--- config.mk ---
export PLATFORM = sky130hd
export DESIGN_NAME = input_unshuffle_flat
export DESIGN_NICKNAME = d
export VERILOG_FILES = /design/src/rtl/input_unshuffle_if.sv /design/src/rtl/input_unshuffle.sv /design/src/flat_wrapper.sv
export SDC_FILE = /design/constraint.sdc
export NUM_CORES = 1
export LEC_CHECK = 0
export BUFFER_PORTS_ARGS = -buffer_cell sky130_fd_sc_hd__buf_2
export CAP_MARGIN = 20
export CELL_PAD_IN_SITES_DETAIL_PLACEMENT = 1
export CELL_PAD_IN_SITES_GLOBAL_PLACEMENT = 1
export CORE_MARGIN = 8
export CORE_UTILIZATION = 34
export CTS_BUF_LIST = sky130_fd_sc_hd__clkbuf_4
export DETAILED_ROUTE_END_ITERATION = 10
export PLACE_DENSITY = 0.86
export SYNTH_ARGS = -nofsm -noshare
export SYNTH_HDL_FRONTEND = slang
export SYNTH_SLANG_ARGS = --single-unit
export TNS_END_PERCENT = 30
--- constraint.sdc ---
create_clock -name clk -period 2.2 [get_ports clk]
set_clock_uncertainty 0.05 [all_clocks]
set_input_delay 0.44 -clock clk [delete_from_list [all_inputs] [get_ports clk]]
set_output_delay 0.44 -clock clk [all_outputs]
set_load 0.02 [all_outputs]
--- src/rtl/input_unshuffle_if.sv ---
// Pixel-stream input and SRAM write-port bundle for input_unshuffle.
interface input_unshuffle_if #(
  parameter int CH_NUM       = 4,
  parameter int ACT_PER_ADDR = 4,
  parameter int BW_PER_ACT   = 8
);
  localparam int NB = CH_NUM * ACT_PER_ADDR;
  localparam int DW = NB * BW_PER_ACT;

  logic                  enable;
  logic                  in_valid;
  logic [BW_PER_ACT-1:0] input_data;
  logic                  sram_wen_a0;
  logic                  sram_wen_a1;
  logic                  sram_wen_a2;
  logic                  sram_wen_a3;
  logic [NB-1:0]         sram_bytemask_a;
  logic [5:0]            sram_waddr_a;
  logic [DW-1:0]         sram_wdata_a;
  logic                  busy;
  logic                  done;

  // Pixel source / SRAM observer side
  modport master (
    output enable, in_valid, input_data,
    input  sram_wen_a0, sram_wen_a1, sram_wen_a2, sram_wen_a3,
    input  sram_bytemask_a, sram_waddr_a, sram_wdata_a, busy, done
  );

  // Unshuffle engine side
  modport slave (
    input  enable, in_valid, input_data,
    output sram_wen_a0, sram_wen_a1, sram_wen_a2, sram_wen_a3,
    output sram_bytemask_a, sram_waddr_a, sram_wdata_a, busy, done
  );
endinterface

--- src/rtl/input_unshuffle.sv ---
// Scatters a raster-order IMG_W x IMG_W image into four SRAM banks using a
// two-level 2x2 pixel unshuffle: one byte-masked write per accepted pixel.
module input_unshuffle #(
  parameter int CH_NUM       = 4,
  parameter int ACT_PER_ADDR = 4,
  parameter int BW_PER_ACT   = 8,
  parameter int IMG_W        = 28
) (
  input  logic            clk,
  input  logic            rst_n,
  input_unshuffle_if.slave bus
);
  localparam int NB = CH_NUM * ACT_PER_ADDR;
  localparam int DW = NB * BW_PER_ACT;
  localparam int CW = $clog2(IMG_W);
  localparam int KW = $clog2(NB);

  typedef enum logic {IDLE, LOAD} state_t;

  state_t          state;
  logic [CW-1:0]   x, y;
  logic [3:0]      wen_q;
  logic [NB-1:0]   mask_q;
  logic [5:0]      waddr_q;
  logic [DW-1:0]   wdata_q;
  logic            busy_q, done_q;

  int unsigned     c, p, uy, ux, br, bc;
  logic [1:0]      bank;
  logic [5:0]      addr;
  logic [KW-1:0]   k;
  logic            last_pix;
  logic            x_wrap;

  // Destination (bank, address, byte lane) of the pixel at the current (y,x)
  always_comb begin
    c    = (32'(y) % 2) * 2 + (32'(x) % 2);
    uy   = 32'(y) / 2;
    ux   = 32'(x) / 2;
    p    = (uy % 2) * 2 + (ux % 2);
    br   = uy / 2;
    bc   = ux / 2;
    k    = KW'(c * ACT_PER_ADDR + p);
    bank = 2'((br % 2) * 2 + (bc % 2));
    addr = 6'((br / 2) * 4 + (bc / 2));
    x_wrap   = (x == CW'(IMG_W - 1));
    last_pix = x_wrap && (y == CW'(IMG_W - 1));
  end

  // Load FSM, raster counters and registered write port
  always_ff @(posedge clk or negedge rst_n) begin
    if (!rst_n) begin
      state   <= IDLE;
      x       <= '0;
      y       <= '0;
      wen_q   <= '1;
      mask_q  <= '1;
      waddr_q <= '0;
      wdata_q <= '0;
      busy_q  <= 1'b0;
      done_q  <= 1'b0;
    end else begin
      wen_q  <= '1;
      mask_q <= '1;
      done_q <= 1'b0;
      case (state)
        IDLE: begin
          // busy drops here after the done cycle unless a new load starts at once
          busy_q <= bus.enable;
          if (bus.enable) begin
            state <= LOAD;
            x     <= '0;
            y     <= '0;
          end
        end
        LOAD: begin
          if (bus.in_valid) begin
            wen_q   <= ~(4'b0001 << bank);
            mask_q  <= ~(NB'(1) << k);
            waddr_q <= addr;
            wdata_q <= {NB{bus.input_data}};
            if (last_pix) begin
              state  <= IDLE;
              done_q <= 1'b1;
              x      <= '0;
              y      <= '0;
            end else if (x_wrap) begin
              x <= '0;
              y <= y + 1'b1;
            end else begin
              x <= x + 1'b1;
            end
          end
        end
        default: state <= IDLE;
      endcase
    end
  end

  assign bus.sram_wen_a0     = wen_q[0];
  assign bus.sram_wen_a1     = wen_q[1];
  assign bus.sram_wen_a2     = wen_q[2];
  assign bus.sram_wen_a3     = wen_q[3];
  assign bus.sram_bytemask_a = mask_q;
  assign bus.sram_waddr_a    = waddr_q;
  assign bus.sram_wdata_a    = wdata_q;
  assign bus.busy            = busy_q;
  assign bus.done            = done_q;
endmodule
--- src/flat_wrapper.sv ---
// flat-port wrapper written by rule: the top's interface ports become plain ports
module input_unshuffle_flat 
#(
  parameter int CH_NUM       = 4,
  parameter int ACT_PER_ADDR = 4,
  parameter int BW_PER_ACT   = 8,
  parameter int IMG_W        = 28
)
  (clk, rst_n, bus_enable, bus_in_valid, bus_input_data, bus_sram_wen_a0, bus_sram_wen_a1, bus_sram_wen_a2, bus_sram_wen_a3, bus_sram_bytemask_a, bus_sram_waddr_a, bus_sram_wdata_a, bus_busy, bus_done);
  input_unshuffle_if #(.CH_NUM(CH_NUM), .ACT_PER_ADDR(ACT_PER_ADDR), .BW_PER_ACT(BW_PER_ACT)) bus_i ();
  input  logic clk;
  input  logic rst_n;
  input wire logic [$bits(bus_i.enable)-1:0] bus_enable;
  input wire logic [$bits(bus_i.in_valid)-1:0] bus_in_valid;
  input wire logic [$bits(bus_i.input_data)-1:0] bus_input_data;
  output wire logic [$bits(bus_i.sram_wen_a0)-1:0] bus_sram_wen_a0;
  output wire logic [$bits(bus_i.sram_wen_a1)-1:0] bus_sram_wen_a1;
  output wire logic [$bits(bus_i.sram_wen_a2)-1:0] bus_sram_wen_a2;
  output wire logic [$bits(bus_i.sram_wen_a3)-1:0] bus_sram_wen_a3;
  output wire logic [$bits(bus_i.sram_bytemask_a)-1:0] bus_sram_bytemask_a;
  output wire logic [$bits(bus_i.sram_waddr_a)-1:0] bus_sram_waddr_a;
  output wire logic [$bits(bus_i.sram_wdata_a)-1:0] bus_sram_wdata_a;
  output wire logic [$bits(bus_i.busy)-1:0] bus_busy;
  output wire logic [$bits(bus_i.done)-1:0] bus_done;
  assign bus_i.enable = bus_enable;
  assign bus_i.in_valid = bus_in_valid;
  assign bus_i.input_data = bus_input_data;
  assign bus_sram_wen_a0 = bus_i.sram_wen_a0;
  assign bus_sram_wen_a1 = bus_i.sram_wen_a1;
  assign bus_sram_wen_a2 = bus_i.sram_wen_a2;
  assign bus_sram_wen_a3 = bus_i.sram_wen_a3;
  assign bus_sram_bytemask_a = bus_i.sram_bytemask_a;
  assign bus_sram_waddr_a = bus_i.sram_waddr_a;
  assign bus_sram_wdata_a = bus_i.sram_wdata_a;
  assign bus_busy = bus_i.busy;
  assign bus_done = bus_i.done;
  input_unshuffle #(.CH_NUM(CH_NUM), .ACT_PER_ADDR(ACT_PER_ADDR), .BW_PER_ACT(BW_PER_ACT), .IMG_W(IMG_W)) u_core (.clk(clk), .rst_n(rst_n), .bus(bus_i));
endmodule
==> reports/qor.csv <==
metric,value,unit
detailed-placement wirelength estimate,5.37,mm
Worst VDD drop,0.253,mV
last element of the critical path,u_core.y[3],
synthesized flop and latch total,45,
vertical die dimension,106,um
IO Port Bufs,165,
TritonCTS Buffers,5,
measured slew at the worst slew-check pin,0.555,ns
number of nets in the layout,353,
Max Cap Viol,0,
total vias in the final route,1927,
maximum number of pins on one net before global-route repair,46,
final max-slew violation count,0,
dominant register cell in the synthesized netlist,sky130_fd_sc_hd__dfrtp_1,
global route overflow,0,
PnR Total Power,0.00233,W
Worst Path Arrival,2.07,ns
worst max-slew margin expressed relative to the limit,63.0,%
total DRC errors in the routed layout,0,
most frequent standard cell in the layout excluding fill and tap cells,sky130_fd_sc_hd__buf_2,
routed wire length,6.91,mm
global-route wire length before repair,10.5,mm
crit path launch type,flip-flop,
site row count,33,
final period demand of the worst path,1.81,ns
area of combinational cells with multiple inputs,654,um2
maximum level of the CTS H-tree,2,
post-cts sizing count,0,
Die Width,106,um
hold-fix buffers at CTS,0,
number of global-route vias before repair,1859,
setup repair after global routing missed its margin,false,
# clock sinks,45,
crit path capture type,flip-flop,
starting density of the core,34.5,%
highest attainable clock frequency,0.552,GHz
Critical path origin,u_core.x[0],
Synth Warn #,0,
kind of path behind the tightest hold check,in2async,
number of distinct library cells after synthesis,43,
proportion of synthesized flip-flops having asynchronous set or reset,100,%
largest driver fanout on the critical path,11,
largest incremental delay on the critical path,0.56,ns
number of inserted diodes,0,
total leakage power,1.52,nW
power density of the placed cells,819,nW/um2
status,"complete, no violations",
syn avg cell area,9.34,um2
clock insertion delay at the later pin of the skew report,0.38,ns
worst reg2reg startpoint,u_core.x[0],
R2R Path End,u_core.y[3],
"commonest non-fill, non-tap cells in the layout","165 x sky130_fd_sc_hd__buf_2, 59 x sky130_fd_sc_hd__nand2_1, 25 x sky130_fd_sc_hd__dfrtp_1, 20 x sky130_fd_sc_hd__dfstp_2, 7 x sky130_fd_sc_hd__nand3_1",
initial antenna violation count,0,
Clock Path Buffers,2,
Final Hold Viols,0,
"Max stage delay cell, worst path",sky130_fd_sc_hd__dfrtp_1,
I/O pins,168,
count of flip-flops with a built-in enable after synthesis,0,
PnR worst setup slack,0.387,ns
area of the die,11300,um2
GPL Wtd Cong,0.769,
Avg Vias per Cell,4.33,
share of final-layout standard cells stronger than drive strength 1,59.7,%
TritonCTS clock tree,done,
number of DRC markers after the initial detailed-route iteration,50,
WP data required,2.46,ns
setup_tns,0,ns
cell-by-cell trace of the critical path,ha_1 -> nand3_4 -> or4_4 -> o211ai_2,
Register-to-Register Setup Slack,0.39,ns
number of nets with antenna violations after detailed routing,0,
cell area after synthesis,2770,um2
First-pass DRT Iterations,4,
total setup buffers inserted after CTS,0,
start-to-end type of the worst setup path,reg2reg,
synthesized instance count,297,
signed area change from the synthesized netlist to the final layout,2.53,%
sequential cell area in the final layout,1150,um2
final number of setup-violating endpoints,0,
length in cells of the worst reg-to-reg path,4,
clock-pin slew on the worst setup and hold paths,0.16,ns
detail-routed net length per standard cell,15.5,um
fill cell count,986,
final worst path period share,82.4,%
area inside the core boundary,8050,um2
Post-Place Setup Slack,0.394,ns
cell chosen for the clock root,sky130_fd_sc_hd__clkbuf_4,
sequential cell area fraction in the yosys report,41.5,%
GRT Resource Usage Total,11.5,%
-- how the worst min path moves through the flow --
stage               slack (ns)                          to                        from  cells after the start
floorplan                 0.09             u_core.bus.busy                       rst_n                      0
global placement          0.41  u_core.bus.sram_waddr_a[1]  u_core.bus.sram_waddr_a[1]                      2
detailed placement        0.41  u_core.bus.sram_waddr_a[0]  u_core.bus.sram_waddr_a[0]                      2
CTS                       0.07                 u_core.x[0]                       rst_n                      2
global route              0.09  u_core.bus.sram_waddr_a[0]                       rst_n                      2
finish                    0.07                 u_core.x[0]                       rst_n                      2
-- stage by stage --
stage	util, %	hold slack (ns)	cell area [um2]	std cells
after floorplan	-	0.0944	2780	298
after global routing	35.3	0.0931	2840	445
final	35.3	0.0694	2840	445
after detailed placement	34.5	0.413	2780	437
after global placement	34.5	0.406	2780	437
after CTS	35.3	0.0697	2840	445
-- flip-flops by register name, summed over array words and instances (netlist names) --
register and cells:
u_core.bus.sram_wdata_a 8, u_core.y 5, u_core.bus.done 1, u_core.bus.sram_bytemask_a 16
u_core.wen_q 4, u_core.bus.busy 1, u_core.bus.sram_waddr_a 4, u_core.x 5
u_core.state 1
-- report_power, final --
group / switching, W / internal [W]
Combinational: 0.000558 / 0.000256
Sequential: 0.000140 / 0.000920
Clock: 0.000312 / 0.000141
Total: 0.00101 / 0.00132
-- final cells by class --
cell class | count | area share, %
Tap cell | 105 | 4.62
Inverter | 2 | 0.264
Sequential cell | 45 | 40.5
Multi-Input combinational cell | 119 | 23.0
Timing Repair Buffer | 166 | 29.3
Clock buffer | 5 | 1.32
Clock inverter | 3 | 1.01
-- synthesized netlist by cell type (2+ instances only) --
cell                       number  area share, %
sky130_fd_sc_hd__dfstp_2       20             19
sky130_fd_sc_hd__nand2b_1       2           0.45
sky130_fd_sc_hd__clkbuf_1       5           0.68
sky130_fd_sc_hd__nand2_1       59            8.0
sky130_fd_sc_hd__nand3_1        7            1.3
sky130_fd_sc_hd__nor2_1         5           0.68
sky130_fd_sc_hd__o211ai_1       6            1.6
sky130_fd_sc_hd__a21oi_1        2           0.36
sky130_fd_sc_hd__mux2i_1        2           0.72
sky130_fd_sc_hd__inv_1          2           0.27
sky130_fd_sc_hd__dfrtp_1       25             23
sky130_fd_sc_hd__buf_2          3           0.54
sky130_fd_sc_hd__nor3b_1        3           0.81
sky130_fd_sc_hd__buf_4        124             34
sky130_fd_sc_hd__nor2b_1        2           0.45
sky130_fd_sc_hd__ha_1           2           0.90
sky130_fd_sc_hd__nand4_1        2           0.45
-- cell families (layout without fill, tap and decap cells) --
| kind of cell | count (synthesis) | count (layout) | share of synthesized area [%] |
|---|---|---|---|
| and+or+nand+nor | 94 | 94 | 16.4 |
| xor gates and xnor gates | 1 | 1 | 0.316 |
| DFF | 45 | 45 | 41.5 |
| adders and majority gates | 2 | 2 | 0.902 |
| other | 1 | 2 | 0.135 |
| buffers and inverters | 134 | 176 | 35.0 |
| AOI/OAI and AO/OA | 18 | 18 | 5.01 |
| muxes | 2 | 2 | 0.722 |
-- worst max-delay path: cells and delay by family, from the launching register on --
kind                     cells  cell delay, ns
AO/OA/AOI/OAI                1            0.08
adder cells (fa/ha/maj)      1            0.34
flip-flops                   1            0.56
AND/OR/NAND/NOR              2            0.70
-- metal layers --
layer | track usage, % | wire length, um
met3 | 4.48 | 796
met2 | 20.8 | 3500
met4 | 3.32 | 76
met1 | 12.1 | 2530
met5 | 0 | 0
Power figures use the tool's default switching activity.
